File: src/rtl/tdm_demux4.sv
`default_nettype none
// ============================================================================
//  Module   : tdm_demux4
//  Brief    : Four-lane time-division demultiplexer. Tracks the slot index of
//             a slot-serialised stream, steers each valid beat into its lane,
//             and publishes a complete 4-lane frame over a valid/ready
//             handshake. A frame completing while the previous one is still
//             unconsumed is dropped and flagged on the sticky overflow output.
//  Options  : `define TDM_DEMUX4_SYNC_CHK_EN to resynchronise on a misaligned
//             frame_sync in COLLECT and pulse sync_err; otherwise sync_err is
//             tied low and frame_sync is only honoured while hunting.
//  Revision : 1.0 - initial release
// ============================================================================
module tdm_demux4 #(
    parameter int WIDTH = 1
) (
    input  logic                 clk,
    input  logic                 rst,
    input  logic [WIDTH-1:0]     din,
    input  logic                 din_valid,
    input  logic                 frame_sync,
    output logic [1:0]           sel,
    output logic [4*WIDTH-1:0]   dout,
    output logic                 out_valid,
    input  logic                 out_ready,
    output logic                 overflow,
    output logic                 sync_err
);

    typedef enum logic [0:0] {
        ST_HUNT    = 1'b0,
        ST_COLLECT = 1'b1
    } state_t;

    state_t                    state_q, state_d;
    logic [1:0]                sel_q, sel_d;
    // Lanes 0..2 of the frame under assembly; lane 3 is taken straight from
    // the completing beat, so it never needs a shadow register.
    logic [2:0][WIDTH-1:0]     shadow_q, shadow_d;
    logic [4*WIDTH-1:0]        dout_q, dout_d;
    logic                      out_valid_q, out_valid_d;
    logic                      overflow_q, overflow_d;
`ifdef TDM_DEMUX4_SYNC_CHK_EN
    logic                      sync_err_q, sync_err_d;
`endif

    // A new frame may load when the output slot is empty or being emptied now.
    logic                      can_load;
    assign can_load = !out_valid_q || out_ready;

    // Next-state computation: slot tracking, lane steering and frame publish.
    always_comb begin
        state_d     = state_q;
        sel_d       = sel_q;
        shadow_d    = shadow_q;
        dout_d      = dout_q;
        out_valid_d = out_valid_q;
        overflow_d  = overflow_q;
`ifdef TDM_DEMUX4_SYNC_CHK_EN
        sync_err_d  = 1'b0;
`endif

        // Handshake completes; a frame loading this same edge re-raises it.
        if (out_valid_q && out_ready) begin
            out_valid_d = 1'b0;
        end

        if (din_valid) begin
            if (state_q == ST_HUNT) begin
                // Only a frame_sync-qualified beat establishes alignment.
                if (frame_sync) begin
                    shadow_d[0] = din;
                    sel_d       = 2'd1;
                    state_d     = ST_COLLECT;
                end
            end else begin
`ifdef TDM_DEMUX4_SYNC_CHK_EN
                if (frame_sync && (sel_q != 2'd0)) begin
                    // Misaligned sync: abandon the partial frame and restart
                    // with this beat as slot 0.
                    sync_err_d  = 1'b1;
                    shadow_d[0] = din;
                    sel_d       = 2'd1;
                end else
`endif
                begin
                    case (sel_q)
                        2'd0:    shadow_d[0] = din;
                        2'd1:    shadow_d[1] = din;
                        2'd2:    shadow_d[2] = din;
                        default: begin
                            if (can_load) begin
                                dout_d      = {din, shadow_q[2], shadow_q[1], shadow_q[0]};
                                out_valid_d = 1'b1;
                            end else begin
                                overflow_d  = 1'b1;
                            end
                        end
                    endcase
                    // Free-running wrap 3 -> 0 keeps alignment without sync.
                    sel_d = sel_q + 2'd1;
                end
            end
        end
    end

    // State and output registers; reset takes effect without a clock edge.
    always_ff @(posedge clk or posedge rst) begin
        if (rst) begin
            state_q     <= ST_HUNT;
            sel_q       <= 2'd0;
            shadow_q    <= '0;
            dout_q      <= '0;
            out_valid_q <= 1'b0;
            overflow_q  <= 1'b0;
`ifdef TDM_DEMUX4_SYNC_CHK_EN
            sync_err_q  <= 1'b0;
`endif
        end else begin
            state_q     <= state_d;
            sel_q       <= sel_d;
            shadow_q    <= shadow_d;
            dout_q      <= dout_d;
            out_valid_q <= out_valid_d;
            overflow_q  <= overflow_d;
`ifdef TDM_DEMUX4_SYNC_CHK_EN
            sync_err_q  <= sync_err_d;
`endif
        end
    end

    assign sel       = sel_q;
    assign dout      = dout_q;
    assign out_valid = out_valid_q;
    assign overflow  = overflow_q;
`ifdef TDM_DEMUX4_SYNC_CHK_EN
    assign sync_err  = sync_err_q;
`else
    assign sync_err  = 1'b0;
`endif

endmodule
`default_nettype wire

File: config.mk
export PLATFORM = sky130hd
export DESIGN_NAME = tdm_demux4
export DESIGN_NICKNAME = d
export VERILOG_FILES = /design/src/rtl/tdm_demux4.sv
export SDC_FILE = /design/constraint.sdc
export NUM_CORES = 1
export LEC_CHECK = 0
export BUFFER_PORTS_ARGS = -buffer_cell sky130_fd_sc_hd__buf_2
export CAP_MARGIN = 10
export CORE_MARGIN = 2
export CORE_UTILIZATION = 44
export DETAILED_ROUTE_END_ITERATION = 8
export PLACE_DENSITY = 0.73
export RECOVER_POWER = 50
export REMOVE_ABC_BUFFERS = 1
export SYNTH_ARGS = -nofsm -noshare
export SYNTH_HDL_FRONTEND = slang
export SYNTH_SLANG_ARGS = --single-unit
File: constraint.sdc
create_clock -name clk -period 1.45 [get_ports clk]
set_clock_uncertainty 0.15 [all_clocks]
set_input_delay 0.0725 -clock clk [delete_from_list [all_inputs] [get_ports clk]]
set_output_delay 0.0725 -clock clk [all_outputs]
set_load 0.02 [all_outputs]
# After elaboration in Yosys (flattened, before gate mapping)

Index checks and enable logic that the tools add are counted.

Bits of input ports: 6
Register bits: 12

Muxes and demuxes: 12
Reductions and logical operators: 12
Eq/ne operators: 3
Add/sub/neg operators: 1
Bitwise gates (word level): 2

Operators with widths:

| cell                | count |
|---|---|
| $mux 1              | 10 |
| $reduce_and 3->1    | 3 |
| $reduce_and 4->1    | 2 |
| $mux 2              | 2 |
| $reduce_or 3->1     | 1 |
| $add 2x1->2 const B | 1 |
| $eq 2x1->1 const B  | 1 |
| $eq 2x2->1 const B  | 1 |
| $logic_not 2->1     | 1 |
| $ne 2x1->1 const B  | 1 |
| $not 1->1           | 2 |
| $reduce_and 2->1    | 1 |
| $reduce_bool 2->1   | 1 |
| $logic_and 1x1->1   | 1 |
| $logic_not 1->1     | 1 |
| $logic_or 1x1->1    | 1 |

# Longest topological paths before layout

Depth in word-level cells: 6
Gate-level depth with buffers: 5
Depth with buffers taken out: 5

# Worst setup path after synthesis

Ideal clock, no wire load.

Path type: reg2reg
From: reg sel_q[0], in the netlist sel[0]
To: reg shadow_q[0] (netlist name)
Setup time: 125 ps
Stages on the path, launching flop included: 6
Clock period less this slack: 1662 ps
Buffers on the path: 0
Required time: 1175 ps
Arrival: 1387 ps
Slack: -212 ps
Cells stage by stage: dfrtp_1 > inv_1 > ha_1 > mux2_4 > nand2_2 > mux2_4

Longest elaborated chain between the ends: 3

Ends and longest elaborated chain:

| element                           | RTL line | source |
|---|---|---|
| start, declared                   | 36       | `logic [1:0] sel_q, sel_d;` |
| start signal, assigned            | 121      | `sel_q <= sel_d;` |
| $logic_not 2->1                   | 87       | `case (sel_q)` |
| $ne 2x1->1 (no source line)       | n/a      |  |
| $reduce_and 3->1 (no source line) | n/a      |  |
| end signal, assigned              | 122      | `shadow_q <= shadow_d;` |
| end, declared                     | 39       | `logic [2:0][WIDTH-1:0] shadow_q, shadow_d;` |

Every way passes these cells.
A chain may end at the register's enable or synchronous reset.

# Worst setup path in the final report

Ends and elaborated chain as after synthesis.

==> metrics.md <==
| Metric | Value |
|---|---|
| Status | `complete, but fails checks` |
| Violated checks | `setup timing` |
| Fin nets | `82` |
| Required @ worst endpoint | `about 1.5 ns` |
| Width of the die | `40.4 microns` |
| Share of layout cells above drive strength 1 | `about 56%` |
| Number of port buffers | `13` |
| Min-delay worst type | `input pin to flip-flop` |
| FILL cells | `94` |
| Leakage | `0.408 nW` |
| Initial antenna violation count | `0` |
| Most frequent cells in the layout | `buf_2, dfrtp_1, buf_4` |
| Largest net degree at the start of global routing | `13` |
| Iteration-0 DRC Markers | `4` |
| Seq/Total Area, Yosys | `51.6%` |
| Maximum vdd drop | `0.00105 V` |
| Remaining DRCs | `0` |
| Fin. max-slew vios | `0` |
| Core ar. | `roughly 1300 sq um` |
| Hpwl dp | `739 microns` |
| Vias in the first global route | `~380` |
| Seq cells post-synth | `12` |
| Most used cell, CP | `mux2_4` |
| Crit Reg-Reg Startpoint | `sel[0]$_DFFE_PP0P_` |
| GPL Wtd Cong | `0.718` |
| Row cnt | `13` |
| CP Launch Point | `sel[0]$_DFFE_PP0P_` |
| Yosys warning total | `0` |
| DR vias/cell | `4.73` |
| Setup violations, final | `5` |
| Die area | `about 1600 sq um` |
| Buf/Inv on CP | `1` |
| Chip height | `40.4 microns` |
| Synth top area share | `just over 50%` |
| Max Clk Rate | `666 MHz` |
| Power Dens Cells | `1770 nW/um^2` |
| Global-route total usage across every layer | `15.7%` |
| Total Power | `around 1.4 mW` |
| Drt first pass iters | `2` |
| Crit path kind | `flip-flop to flip-flop` |
| Routed Wire Length | `~1000 microns` |
| Final Non-Filler Cells | `86` |
| Final WS setup | `-0.0517 ns` |
| Wirelength per Cell | `roughly 12 microns` |
| Initial Util | `between 40 and 50%` |
| RSZ-0062 raised after global routing | `yes` |
| Synth top area cells | `dfrtp_1, mux2_2, ha_1` |
| CP Depth | `5` |
| Clock buffer depth | `2` |
| Cells after Synth | `45` |
| Arrival @ worst endpoint | `about 1.5 ns` |
| Tmin final | `1.50 ns` |
| R2R Setup Slk | `-0.05 ns` |
| CP Launch Type | `flip-flop` |
| Cell Area, Synth | `between 500 and 600 sq um` |
| Top cell type by total area after synthesis | `dfrtp_1` |
| Post-DP Area | `684 sq um` |
| CTS tree | `done` |
| Final ANT Viol Nets | `0` |
| Final instance area | `approximately 800 sq um` |
| Root Driver | `clkbuf_4` |
| Worst path slowest cell | `dfrtp_1` |
| H-tree Lvls | `1` |
| Tcrit/Tclk final | `104%` |
| Clock latency on the worst-skew pair | `roughly 0.27 ns` |
| CTS buffer count | `3` |
| Top delay family on crit path | `multiplexers` |
| Number of antenna diodes | `0` |
| Clock-pin slew on the worst setup and hold paths | `roughly 0.07 ns` |
| # IOs | `15` |
| CP Cell Sequence | `inv_2 -> ha_4 -> mux2_4 -> nand2_2 -> mux2_4` |
| Critical R2R Capture | `shadow_q[0]$_DFFE_PP0P_` |
| Library cells used by synthesis | `18` |
| Crit path largest cell delay | `0.41 ns` |
| Clock sinks | `12` |
| FF-to-FF path depth | `5` |
| P&R area growth vs syn | `39.6%` |
| Via count | `407` |
| Global-route wire length before repair | `1600 microns` |
| Max-cap viol count | `0` |
| Crit path capture | `shadow_q[0]$_DFFE_PP0P_` |
| Sum Neg Setup Slack | `-0.177 ns` |
| Placed cell count | `76` |
| Critical-path maximum fanout | `4` |
| Most common cell after layout, fill and taps aside | `buf_2` |
| Synth Area per Inst | `around 13 sq um` |
| Endpoints failing hold | `0` |
| Setup crit end kind | `flip-flop` |
| GRT overflow | `0` |
cell families (layout without fill, tap and decap cells):
kind of cell	after synthesis	in the layout	share of synthesized area (%)
AOI/OAI and AO/OA	5	5	6.02
buffers and inverters	6	32	6.45
other	1	1	0.645
and+or+nand+nor	9	9	9.89
adders and majority gates	4	4	8.60
muxes	8	8	16.8
DFF	12	12	51.6
per-stage QoR:
stage	hold WS (ns)	worst slack [ns]	utilization [%]
5_1_grt	0.0595	-0.119	64.0
4_1_cts	0.0120	-0.0494	62.6
6_report	0.0164	-0.0517	64.0
2_1_floorplan	-0.213	-0.212	-
3_3_place_gp	-0.0572	-0.0459	53.9
3_5_place_dp	-0.0489	-0.0994	53.9
sequential cells by signal, indices dropped and copies added (netlist names):
signal / flops
dout: 4
out_valid: 1
overflow: 1
sel: 2
shadow_q: 3
state_q: 1
area by class of cell:
cell class	instances	area [sq um]	area share, %
clock buffers	4	36.3	4.47
inverters	3	11.3	1.39
repair buffers	25	168	20.6
well taps	15	18.8	2.31
multi-input cells	27	278	34.2
flip-flops and latches	12	300	37.0
worst min path at each step:
| stage | from | endpoint | slack [ns] | depth (start not counted) |
|---|---|---|---|---|
| finish | din_valid | sel[0]$_DFFE_PP0P_ | 0.02 | 4 |
| global route | din_valid | sel[1]$_DFFE_PP0P_ | 0.06 | 2 |
| CTS | din_valid | sel[0]$_DFFE_PP0P_ | 0.01 | 4 |
| detailed placement | rst | dout[0]$_DFFE_PP0P_ | -0.05 | 2 |
| global placement | rst | out_valid$_DFF_PP0_ | -0.06 | 2 |
| floorplan | rst | dout[0]$_DFFE_PP0P_ | -0.21 | 1 |
worst reg2reg max path, cell delays in order (launching register included):
cell	delay, ns
dfrtp_1	0.41
inv_2	0.07
ha_4	0.15
mux2_4	0.26
nand2_2	0.06
mux2_4	0.29
timing repair:
action	CTS	global route
endpoints found under the hold margin	19	0
setup buffers	1	0
pin swaps	3	0
resized for setup	5	3
endpoints found under the setup margin	6	7
hold buffers	5	0
power by group:
part	switching, mW	total [mW]	internal, mW
logic	0.306	0.632	0.326
registers	0.0718	0.542	0.470
clock network	0.108	0.261	0.153
total	0.486	1.44	0.949
layer usage:
layer	track usage [%]	vias to the layer above	share of wire, %
met2	26.2	13	48
met3	3.33	3	3.9
li1	-	200	-
met4	7.50	0	1.8
met1	18.8	191	46
met5	0	-	0
synthesized netlist by cell type (all sizes together):
cell type and number:
dfrtp 12, mux2 8, ha 4, nand2 4, buf 3, inv 3
nand3 3, o21ai 2, a21o 1, a32o 1, conb 1, nand2b 1
nor2b 1, o21bai 1
No activity file was read; power rests on OpenSTA's default activity.
